**config.mk**
```make
export PLATFORM = sky130hd
export DESIGN_NAME = acc_sequencer
export DESIGN_NICKNAME = d
export VERILOG_FILES = /design/src/rtl/acc_sequencer_pkg.sv /design/src/rtl/acc_sequencer_seq_pc.sv /design/src/rtl/acc_sequencer.sv
export SDC_FILE = /design/constraint.sdc
export NUM_CORES = 1
export LEC_CHECK = 0
export ABC_AREA = 0
export CORE_ASPECT_RATIO = 0.8
export CORE_MARGIN = 4
export CORE_UTILIZATION = 45
export CTS_BUF_LIST = sky130_fd_sc_hd__clkbuf_16
export CTS_CLUSTER_DIAMETER = 50
export DETAILED_ROUTE_END_ITERATION = 7
export MAX_ROUTING_LAYER = met4
export PLACE_DENSITY = 0.81
export SLEW_MARGIN = 10
export SYNTH_ARGS = -nofsm -noshare
export SYNTH_HDL_FRONTEND = slang
export SYNTH_HIERARCHICAL = 1
export SYNTH_SLANG_ARGS = --single-unit
export TNS_END_PERCENT = 10
```
**constraint.sdc**
```tcl
create_clock -name CLK -period 4 [get_ports CLK]
set_clock_uncertainty 0.05 [all_clocks]
set_input_delay 1 -clock CLK [delete_from_list [all_inputs] [get_ports CLK]]
set_output_delay 1 -clock CLK [all_outputs]
set_load 0.05 [all_outputs]
```
**src/rtl/acc_sequencer_pkg.sv**
```systemverilog
// Shared definitions for the accumulator sequencer: ALU opcodes, FSM states,
// next-pc selects and instruction field layout.
package acc_sequencer_pkg;

    typedef enum logic [3:0] {
        kADD = 4'd0,  kSUB = 4'd1,  kAND = 4'd2,  kXOR = 4'd3,
        kSHL = 4'd4,  kSHR = 4'd5,  kNOT = 4'd6,  kLDI = 4'd7,
        kJMP = 4'd8,  kBRZ = 4'd9,  kBRN = 4'd10, kMLD = 4'd11,
        kMST = 4'd12, kLDR = 4'd13, kSTR = 4'd14, kCLR = 4'd15
    } op_mne;

    typedef enum logic [2:0] {IDLE, FETCH, EXEC, MEM, HALT} state_t;

    typedef enum logic [1:0] {PC_HOLD, PC_INC, PC_OFF, PC_CLR} pc_sel_t;

    localparam int OPC_MSB = 8;
    localparam int OPC_LSB = 5;
    localparam int OPD_W   = 5;

    localparam logic [7:0] REG_BASE_DEF = 8'hE0;
    localparam int         MAX_WAIT_DEF = 15;

    function automatic logic op_is_read(op_mne op);
        return (op == kMLD) || (op == kLDR);
    endfunction

    // LDR/STR address the register window above REG_BASE.
    function automatic logic op_is_reg_window(op_mne op);
        return (op == kLDR) || (op == kSTR);
    endfunction

endpackage

```
**src/rtl/acc_sequencer_seq_pc.sv**
```systemverilog
// Program counter for the sequencer: hold, increment, relative jump or clear,
// all modulo 2^PC_W.
module acc_sequencer_seq_pc
    import acc_sequencer_pkg::*;
#(
    parameter int PC_W = 8
) (
    input  logic            clk_i,
    input  logic            rst_i,
    input  logic [1:0]      sel_i,
    input  logic [PC_W-1:0] off_i,
    output logic [PC_W-1:0] pc_o
);

    logic [PC_W-1:0] pc_q;
    logic [PC_W-1:0] pc_d;

    always_comb begin
        pc_d = pc_q;
        case (pc_sel_t'(sel_i))
            PC_INC:  pc_d = pc_q + PC_W'(1);
            PC_OFF:  pc_d = pc_q + off_i;
            PC_CLR:  pc_d = '0;
            default: pc_d = pc_q;
        endcase
    end

    always_ff @(posedge clk_i or posedge rst_i) begin
        if (rst_i) begin
            pc_q <= '0;
        end else begin
            pc_q <= pc_d;
        end
    end

    assign pc_o = pc_q;

endmodule

```
**src/rtl/acc_sequencer.sv**
```systemverilog
// Fetch/execute controller for the 8-bit accumulator ALU: owns pc, ir, acc and
// flags, drives the combinational ALU and sequences data-memory handshakes.
module acc_sequencer
    import acc_sequencer_pkg::*;
#(
    parameter int         PC_W     = 8,
    parameter logic [7:0] REG_BASE = REG_BASE_DEF,
    parameter int         MAX_WAIT = MAX_WAIT_DEF
) (
    input  logic            CLK,
    input  logic            reset,
    input  logic            start,
    output logic [PC_W-1:0] instr_addr,
    input  logic            instr_valid,
    input  logic [8:0]      instr_in,
    output logic            dm_req,
    output logic            dm_we,
    output logic [7:0]      dm_addr,
    output logic [7:0]      dm_wdata,
    input  logic [7:0]      dm_rdata,
    input  logic            dm_ack,
    output logic [3:0]      alu_op,
    output logic [7:0]      alu_in_a,
    output logic [7:0]      alu_in_acc,
    output logic            alu_ci,
    input  logic [7:0]      alu_acc,
    input  logic            alu_co,
    input  logic            alu_z,
    input  logic            alu_neg,
    output logic [7:0]      acc_q,
    output logic [2:0]      flags_q,
    output logic            busy,
    output logic            done,
    output logic            err
);

    localparam int WAIT_W = $clog2(MAX_WAIT + 1);
    localparam logic [WAIT_W-1:0] WAIT_LAST = WAIT_W'(MAX_WAIT - 1);

    state_t            state_q, state_d;
    logic [8:0]        ir_q, ir_d;
    logic [7:0]        accum_q, accum_d;
    logic [2:0]        flg_q, flg_d;      // {co, z, neg}
    logic [WAIT_W-1:0] wait_q, wait_d;
    logic              err_q, err_d;
    pc_sel_t           pc_sel;
    logic [PC_W-1:0]   pc;

    op_mne             op;
    logic [7:0]        imm8;
    logic [PC_W-1:0]   off;
    logic              off_zero;

    assign op       = op_mne'(ir_q[OPC_MSB:OPC_LSB]);
    assign imm8     = {{(8 - OPD_W){1'b0}}, ir_q[OPD_W-1:0]};
    assign off      = {{(PC_W - OPD_W){ir_q[OPD_W-1]}}, ir_q[OPD_W-1:0]};
    assign off_zero = (ir_q[OPD_W-1:0] == '0);

    acc_sequencer_seq_pc #(
        .PC_W (PC_W)
    ) u_seq_pc (
        .clk_i (CLK),
        .rst_i (reset),
        .sel_i (pc_sel),
        .off_i (off),
        .pc_o  (pc)
    );

    always_comb begin
        state_d  = state_q;
        ir_d     = ir_q;
        accum_d  = accum_q;
        flg_d    = flg_q;
        wait_d   = wait_q;
        err_d    = err_q;
        pc_sel   = PC_HOLD;
        alu_op   = kCLR;
        alu_in_a = '0;
        dm_req   = 1'b0;
        dm_we    = 1'b0;
        dm_addr  = '0;

        case (state_q)
            IDLE: begin
                if (start) begin
                    state_d = FETCH;
                end
            end

            FETCH: begin
                if (instr_valid) begin
                    ir_d    = instr_in;
                    state_d = EXEC;
                end
            end

            EXEC: begin
                alu_op   = op;
                alu_in_a = imm8;
                state_d  = FETCH;
                case (op)
                    kADD, kSUB, kAND, kXOR, kSHL, kSHR, kNOT, kLDI: begin
                        accum_d = alu_acc;
                        flg_d   = {alu_co, alu_z, alu_neg};
                        pc_sel  = PC_INC;
                    end
                    kCLR: begin
                        flg_d  = '0;
                        pc_sel = PC_INC;
                    end
                    kJMP: begin
                        // A zero-offset jump is the program's halt instruction.
                        if (off_zero) begin
                            state_d = HALT;
                        end else begin
                            pc_sel = PC_OFF;
                        end
                    end
                    kBRZ:    pc_sel = flg_q[1] ? PC_OFF : PC_INC;
                    kBRN:    pc_sel = flg_q[0] ? PC_OFF : PC_INC;
                    default: begin
                        state_d = MEM;
                        wait_d  = '0;
                    end
                endcase
            end

            MEM: begin
                dm_req   = 1'b1;
                dm_we    = !op_is_read(op);
                dm_addr  = op_is_reg_window(op) ? (REG_BASE + imm8) : imm8;
                alu_op   = op;
                alu_in_a = dm_rdata;
                // An ack on the final allowed cycle still completes the access.
                if (dm_ack) begin
                    if (op_is_read(op)) begin
                        accum_d  = alu_acc;
                        flg_d[1] = alu_z;
                    end
                    pc_sel  = PC_INC;
                    state_d = FETCH;
                end else if (wait_q == WAIT_LAST) begin
                    err_d   = 1'b1;
                    state_d = HALT;
                end else begin
                    wait_d = wait_q + WAIT_W'(1);
                end
            end

            HALT: begin
                if (start) begin
                    pc_sel  = PC_CLR;
                    state_d = FETCH;
                end
            end

            default: state_d = IDLE;
        endcase
    end

    always_ff @(posedge CLK or posedge reset) begin
        if (reset) begin
            state_q <= IDLE;
            ir_q    <= '0;
            accum_q <= '0;
            flg_q   <= '0;
            wait_q  <= '0;
            err_q   <= 1'b0;
        end else begin
            state_q <= state_d;
            ir_q    <= ir_d;
            accum_q <= accum_d;
            flg_q   <= flg_d;
            wait_q  <= wait_d;
            err_q   <= err_d;
        end
    end

    assign instr_addr = pc;
    assign dm_wdata   = accum_q;
    assign alu_in_acc = accum_q;
    assign alu_ci     = flg_q[2];
    assign acc_q      = accum_q;
    assign flags_q    = flg_q;
    assign busy       = (state_q == FETCH) || (state_q == EXEC) || (state_q == MEM);
    assign done       = (state_q == HALT);
    assign err        = err_q;

endmodule

```
# Yosys cells after proc, flatten, opt, wreduce, memory -nomap -nowiden

Index checks and enable logic that the tools add are counted.
W data, S select, Z words.

Bits in registers: 36
Word-level logic and storage cells: 102

Bitwise operators: 1
Reduce and logical (&&, ||, !) cells: 24
Eq/ne operators: 32
Add/subtract/negate cells: 4
Muxes and demuxes: 33

Operators with widths:

| cell                  | count |
|---|---|
| $mux W8               | 5 |
| $eq A4 B4 Y1 const B  | 8 |
| $pmux W8 S2           | 2 |
| $pmux W8 S3           | 1 |
| $eq A4 B3 Y1 const B  | 4 |
| $mux W4               | 4 |
| $mux W3               | 5 |
| $ne A2 B2 Y1 const B  | 6 |
| $pmux W3 S2           | 2 |
| $pmux W3 S4           | 1 |
| $reduce_and A4 Y1     | 3 |
| $reduce_or A12 Y1     | 1 |
| $reduce_or A11 Y1     | 1 |
| $reduce_or A9 Y1      | 1 |
| $add A8 B1 Y8 const B | 1 |
| $add A8 B8 Y8         | 1 |
| $eq A4 B2 Y1 const B  | 2 |
| $mux W2               | 4 |
| $pmux W2 S4           | 1 |
| $pmux W4 S2           | 1 |
| $reduce_or A8 Y1      | 1 |
| $add A6 B6 Y7 const A | 1 |
| $eq A3 B2 Y1 const B  | 2 |
| $pmux W2 S3           | 1 |
| 22 further kinds      | 35 |

# Logic depth before layout (Yosys ltp)

Word-level depth: 6
Gate-level depth with buffers: 16
Gate-level depth less buffers: 14

# By module

Netlist, hierarchy kept.

Modules (own cells, without submodules):

| module               | cells each | area each (sq um) | sequential area each (sq um) | times used |
|---|---|---|---|---|
| acc_sequencer        | 178        | 1,730.4           | 700.7                        | 1 |
| acc_sequencer_seq_pc | 87         | 768.2             | 200.2                        | 1 |

# Worst setup path before layout

Ideal clock, no wire load.

Path type: reg-to-reg
Start point: register state_q[0]
End point: register u_seq_pc.pc_q[6], in the netlist u_seq_pc/pc_o[6]
Period minus slack after synthesis: 3.860 ns
Path slack: 0.140 ns
Required time: 3.826 ns
Arrival time: 3.686 ns
Stages on the path, launching flop included: 17
Cell sequence: dfrtp_1 buf_2 nor2_1 nand2_1 inv_1 nand2_1 o31ai_1 clkbuf_1 nor2b_1 nand2b_1 ha_1 fa_1 a21o_1 a21oi_1 o211a_1 xnor2_1 a211o_1

Longest elaborated chain between the ends: 4

RTL lines:

| item                                              | RTL line                   | text |
|---|---|---|
| start: declaration                                | acc_sequencer.sv:40        | `state_t state_q, state_d;` |
| start signal: assignment                          | acc_sequencer.sv:170       | `state_q <= state_d;` |
| $eq A3 B3 Y1 (*)                                  | -                          |  |
| named net done                                    | acc_sequencer.sv:33        | `output logic done,` |
| $pmux W2 S3 (*)                                   | acc_sequencer.sv:83        | `case (state_q)` |
| named net pc_sel[1]                               | acc_sequencer.sv:46        | `pc_sel_t pc_sel;` |
| $eq A2 B2 Y1 or $eq A2 B1 Y1 (tied branches)      | acc_sequencer_seq_pc.sv:20 | `case (pc_sel_t'(sel_i))` |
| $pmux W8 S3 or $reduce_bool A3 Y1 (tied branches) | -                          |  |
| end signal: assignment                            | acc_sequencer_seq_pc.sv:32 | `pc_q <= pc_d;` |
| end: declaration                                  | acc_sequencer_seq_pc.sv:15 | `logic [PC_W-1:0] pc_q;` |

Mark *: on every way through the listed nets, which the timed path passes. The rest lies on a longest branch.
A chain may end at the register's enable or synchronous reset.

# Worst setup path in the final report

Start point: input port start
End point: register u_seq_pc.pc_q[6], in the netlist u_seq_pc/pc_o[6]

Longest elaborated chain between the ends: 4

RTL lines:

| item                                              | RTL line                   | text |
|---|---|---|
| start: declaration                                | acc_sequencer.sv:12        | `input logic start,` |
| $mux W2 (*)                                       | acc_sequencer.sv:151       | `if (start) begin` |
| $pmux W2 S3 (*)                                   | acc_sequencer.sv:83        |  |
| named net pc_sel[1]                               | acc_sequencer.sv:46        |  |
| $eq A2 B2 Y1 or $eq A2 B1 Y1 (tied branches)      | acc_sequencer_seq_pc.sv:20 |  |
| $pmux W8 S3 or $reduce_bool A3 Y1 (tied branches) | -                          |  |

Marks and branches as above.

==> impl_metrics.ini <==
[clock_network]
cts.clk_slew.worst_paths_ns = 0.06
ctsHtreeMaxLevel = 2
post_cts_buffers = 0
tritoncts = built
clkSinkCount = 36
cts_hold_buf = 0
clock_path_buffers = 2
clkLatencyLatePin_ns = 0.28
cts_resized = 0
clockRootBuffer = clkbuf_16
numCtsBuffers = 5

[floorplanning]
die_x_um = 91.3
fp.coreArea_um2 = 5180
die_h_um = 74.7
start_util = 0.482
rows = 23
io_pins = 94
die_area_um2 = 6820

[yosys]
synthFlopType = dfrtp_1
async_flop_share = 1.00
ys_warn_count = 6
yosysTopAreaCellShare = 0.361
syn_avg_cell_area_um2 = 9.43
synth_nets = 308
synth-seq-area-share = 0.361
ys_ff_latch = 36
synth_common_cells = dfrtp_1 (36), buf_4 (20), nand2_1 (20)
syn_area_um2 = 2500
synth.largest_area_cell = dfrtp_1
synth-edff-count = 0
synth.area.top_cells = dfrtp_1 (36%), mux2_2 (7.2%), buf_4 (6.0%)
yosysUniqueCellTypes = 50
synth_most_common_cell = dfrtp_1
synth_cells = 265

[finish]
drive_gt1_frac = 0.110
area_delta_synth_final_pct = 40.5
antenna-diode-count = 0
multi_input_area_um2 = 1370
layout.nets = 386
fillCellCount = 420
seq_area_um2 = 901
final_cells = 406

[worst_hold_path]
min_path_type = reg2reg

[power_and_ir_drop]
p_per_area_nw_per_um2 = 942
power_mw = 3.31
ir_drop_mv = 0.651
p_leak_nw = 1.56

[setup_path]
crit_family = compound AO/OA/AOI/OAI gates
path_buf_inv = 1
worstSetupStartpointType = primary input
max_stage_delay_ns = 0.51
crit_path_top_delay_cell = clkdlybuf4s50_1
cp-end-kind = flop
crit_chain = clkdlybuf4s50_1 > nand2_1 > o31ai_1 > nor2b_1 > nand2b_1 > ha_1 > fa_1 > a21o_1 > a21oi_1 > o211a_1 > mux2i_1 > a211o_1
required_ns = 4.12
arrival_ns = 3.92
cp_max_fo = 8
path_class = in2reg

[timing]
period_share = 0.952
maxSlewHeadroom = 0.616
min_period_ns = 3.81
finalSetupViolations = 0
drv_slew = 0
grt_setup_unrepaired = false
clock.fmax_ghz = 0.263
fin_hold_ws_ns = 0.439
hold_violations = 0
worst_slew_pin_slew_ns = 0.570

[global_route]
grtUsageTotal = 0.214
antenna_found_initial = 0
grt_pass1_wl_mm = 11.2
overflow = 0
grt_pass1_vias = 2210
grt_max_degree = 29

[flow_run]
maxCapViolCount = 0

[routing]
vias = 2256
drtAntennaViolNets = 0
drc = 0
drt_wl_total_mm = 7.02
wl_per_cell_um = 17.3
dr.pass1.iters = 4
vias_per_cell = 5.56
drtIter0Drc = 153

[placed_design]
numPortBuffers = 93
dp_hpwl_mm = 5.31
dp.cells = 398
gp_congestion = 0.901

[status]
status = finished clean
## metrics by stage
step	TNS (ns)	setup slack (ns)	instance area, um2	utilization
after floorplan	0	0.140	2500	-
after CTS	0	0.265	3510	0.678
after detailed placement	-0.0178	-0.0178	3370	0.651
after global placement	0	0.0684	3370	0.651
final	0	0.192	3510	0.678
after global routing	0	0.0515	3510	0.678
## layout make-up
| class | count | area share |
|---|---|---|
| Timing Repair Buffer | 101 | 0.282 |
| Sequential cell | 36 | 0.257 |
| Tap cell | 62 | 0.0221 |
| Multi-Input combinational cell | 189 | 0.389 |
| Inverter | 10 | 0.0107 |
| Clock buffer | 5 | 0.0356 |
| Clock inverter | 3 | 0.00392 |
## cells by family (layout without fill, tap and decap cells)
kind of cell               count (synthesis)  in the layout  synth area share
DFF                                       36             36             0.361
buffers and inverters                     40            119            0.0931
adders and majority gates                 10             10            0.0531
and+or+nand+nor                           95             95             0.204
xor gates and xnor gates                   6              6            0.0210
AOI/OAI and AO/OA                         50             50             0.148
muxes                                     28             28             0.120
## placed cells by master (no fill, tap or decap), types with 2 or more instances in the layout
cell type,instances
a21oi_1,6
xnor2_1,4
mux2i_1,12
ha_1,9
clkdlybuf4s50_1,93
nand3_1,6
a32oi_1,2
a211o_1,3
and2_1,7
nand4_1,2
buf_4,8
nand3b_1,4
a2111oi_1,2
clkbuf_16,5
nor2_1,16
nand2b_1,11
nor3_1,6
inv_1,10
a22o_1,4
nor3b_1,2
a211oi_1,2
o31ai_1,2
a21boi_0,2
clkinv_2,2
a21o_1,3
o21ai_0,12
and3_1,11
a21o_2,2
or2_2,2
xor2_1,2
nor2b_1,3
mux2_2,16
dfrtp_1,36
nand2_1,20
## metal layers
metal	global-route usage	vias to the layer above	wire length, um	part of all wire
li1	-	1081	-	-
met1	0.298	1086	3190	0.45
met2	0.331	85	3340	0.48
met3	0.0320	4	424	0.060
met4	0.0552	0	56	0.0080
met5	-	-	0	0
## path summary, 6_finish.rpt
| path | slack, ns | from | endpoint | cells past startpoint |
|---|---|---|---|---|
| worst max-delay path | 0.19 | start | u_seq_pc/pc_o[6] | 12 |
| worst min register to register | 0.44 | err | err | 1 |
| worst min-delay path | 0.44 | err | err | 1 |
| worst max register to register | 0.42 | ir_q[5] | u_seq_pc/pc_o[6] | 13 |
| min in group asynchronous | 0.97 | reset | u_seq_pc/pc_o[7] | 2 |
| max in group asynchronous | 2.56 | reset | ir_q[1] | 3 |
## state kept, by name, indices dropped and copies added (netlist names)
register,count
acc_q,8
u_seq_pc/pc_o,8
ir_q,9
wait_q,4
flags_q,3
err,1
state_q,3
## where the power goes
part / switching, mW / internal, mW / total (mW)
Clock: 0.148 / 0.226 / 0.374
Sequential: 0.241 / 0.529 / 0.770
Combinational: 1.38 / 0.780 / 2.16
## worst register-to-register path, delay by kind of cell (launching register included)
kind | cells | cell delay [ns]
adder cells (fa/ha/maj) | 2 | 0.63
multiplexers | 1 | 0.10
AND/OR/NAND/NOR | 3 | 0.66
flip-flops | 1 | 0.56
AO/OA/AOI/OAI | 7 | 1.47
No activity file was read; power rests on OpenSTA's default activity.
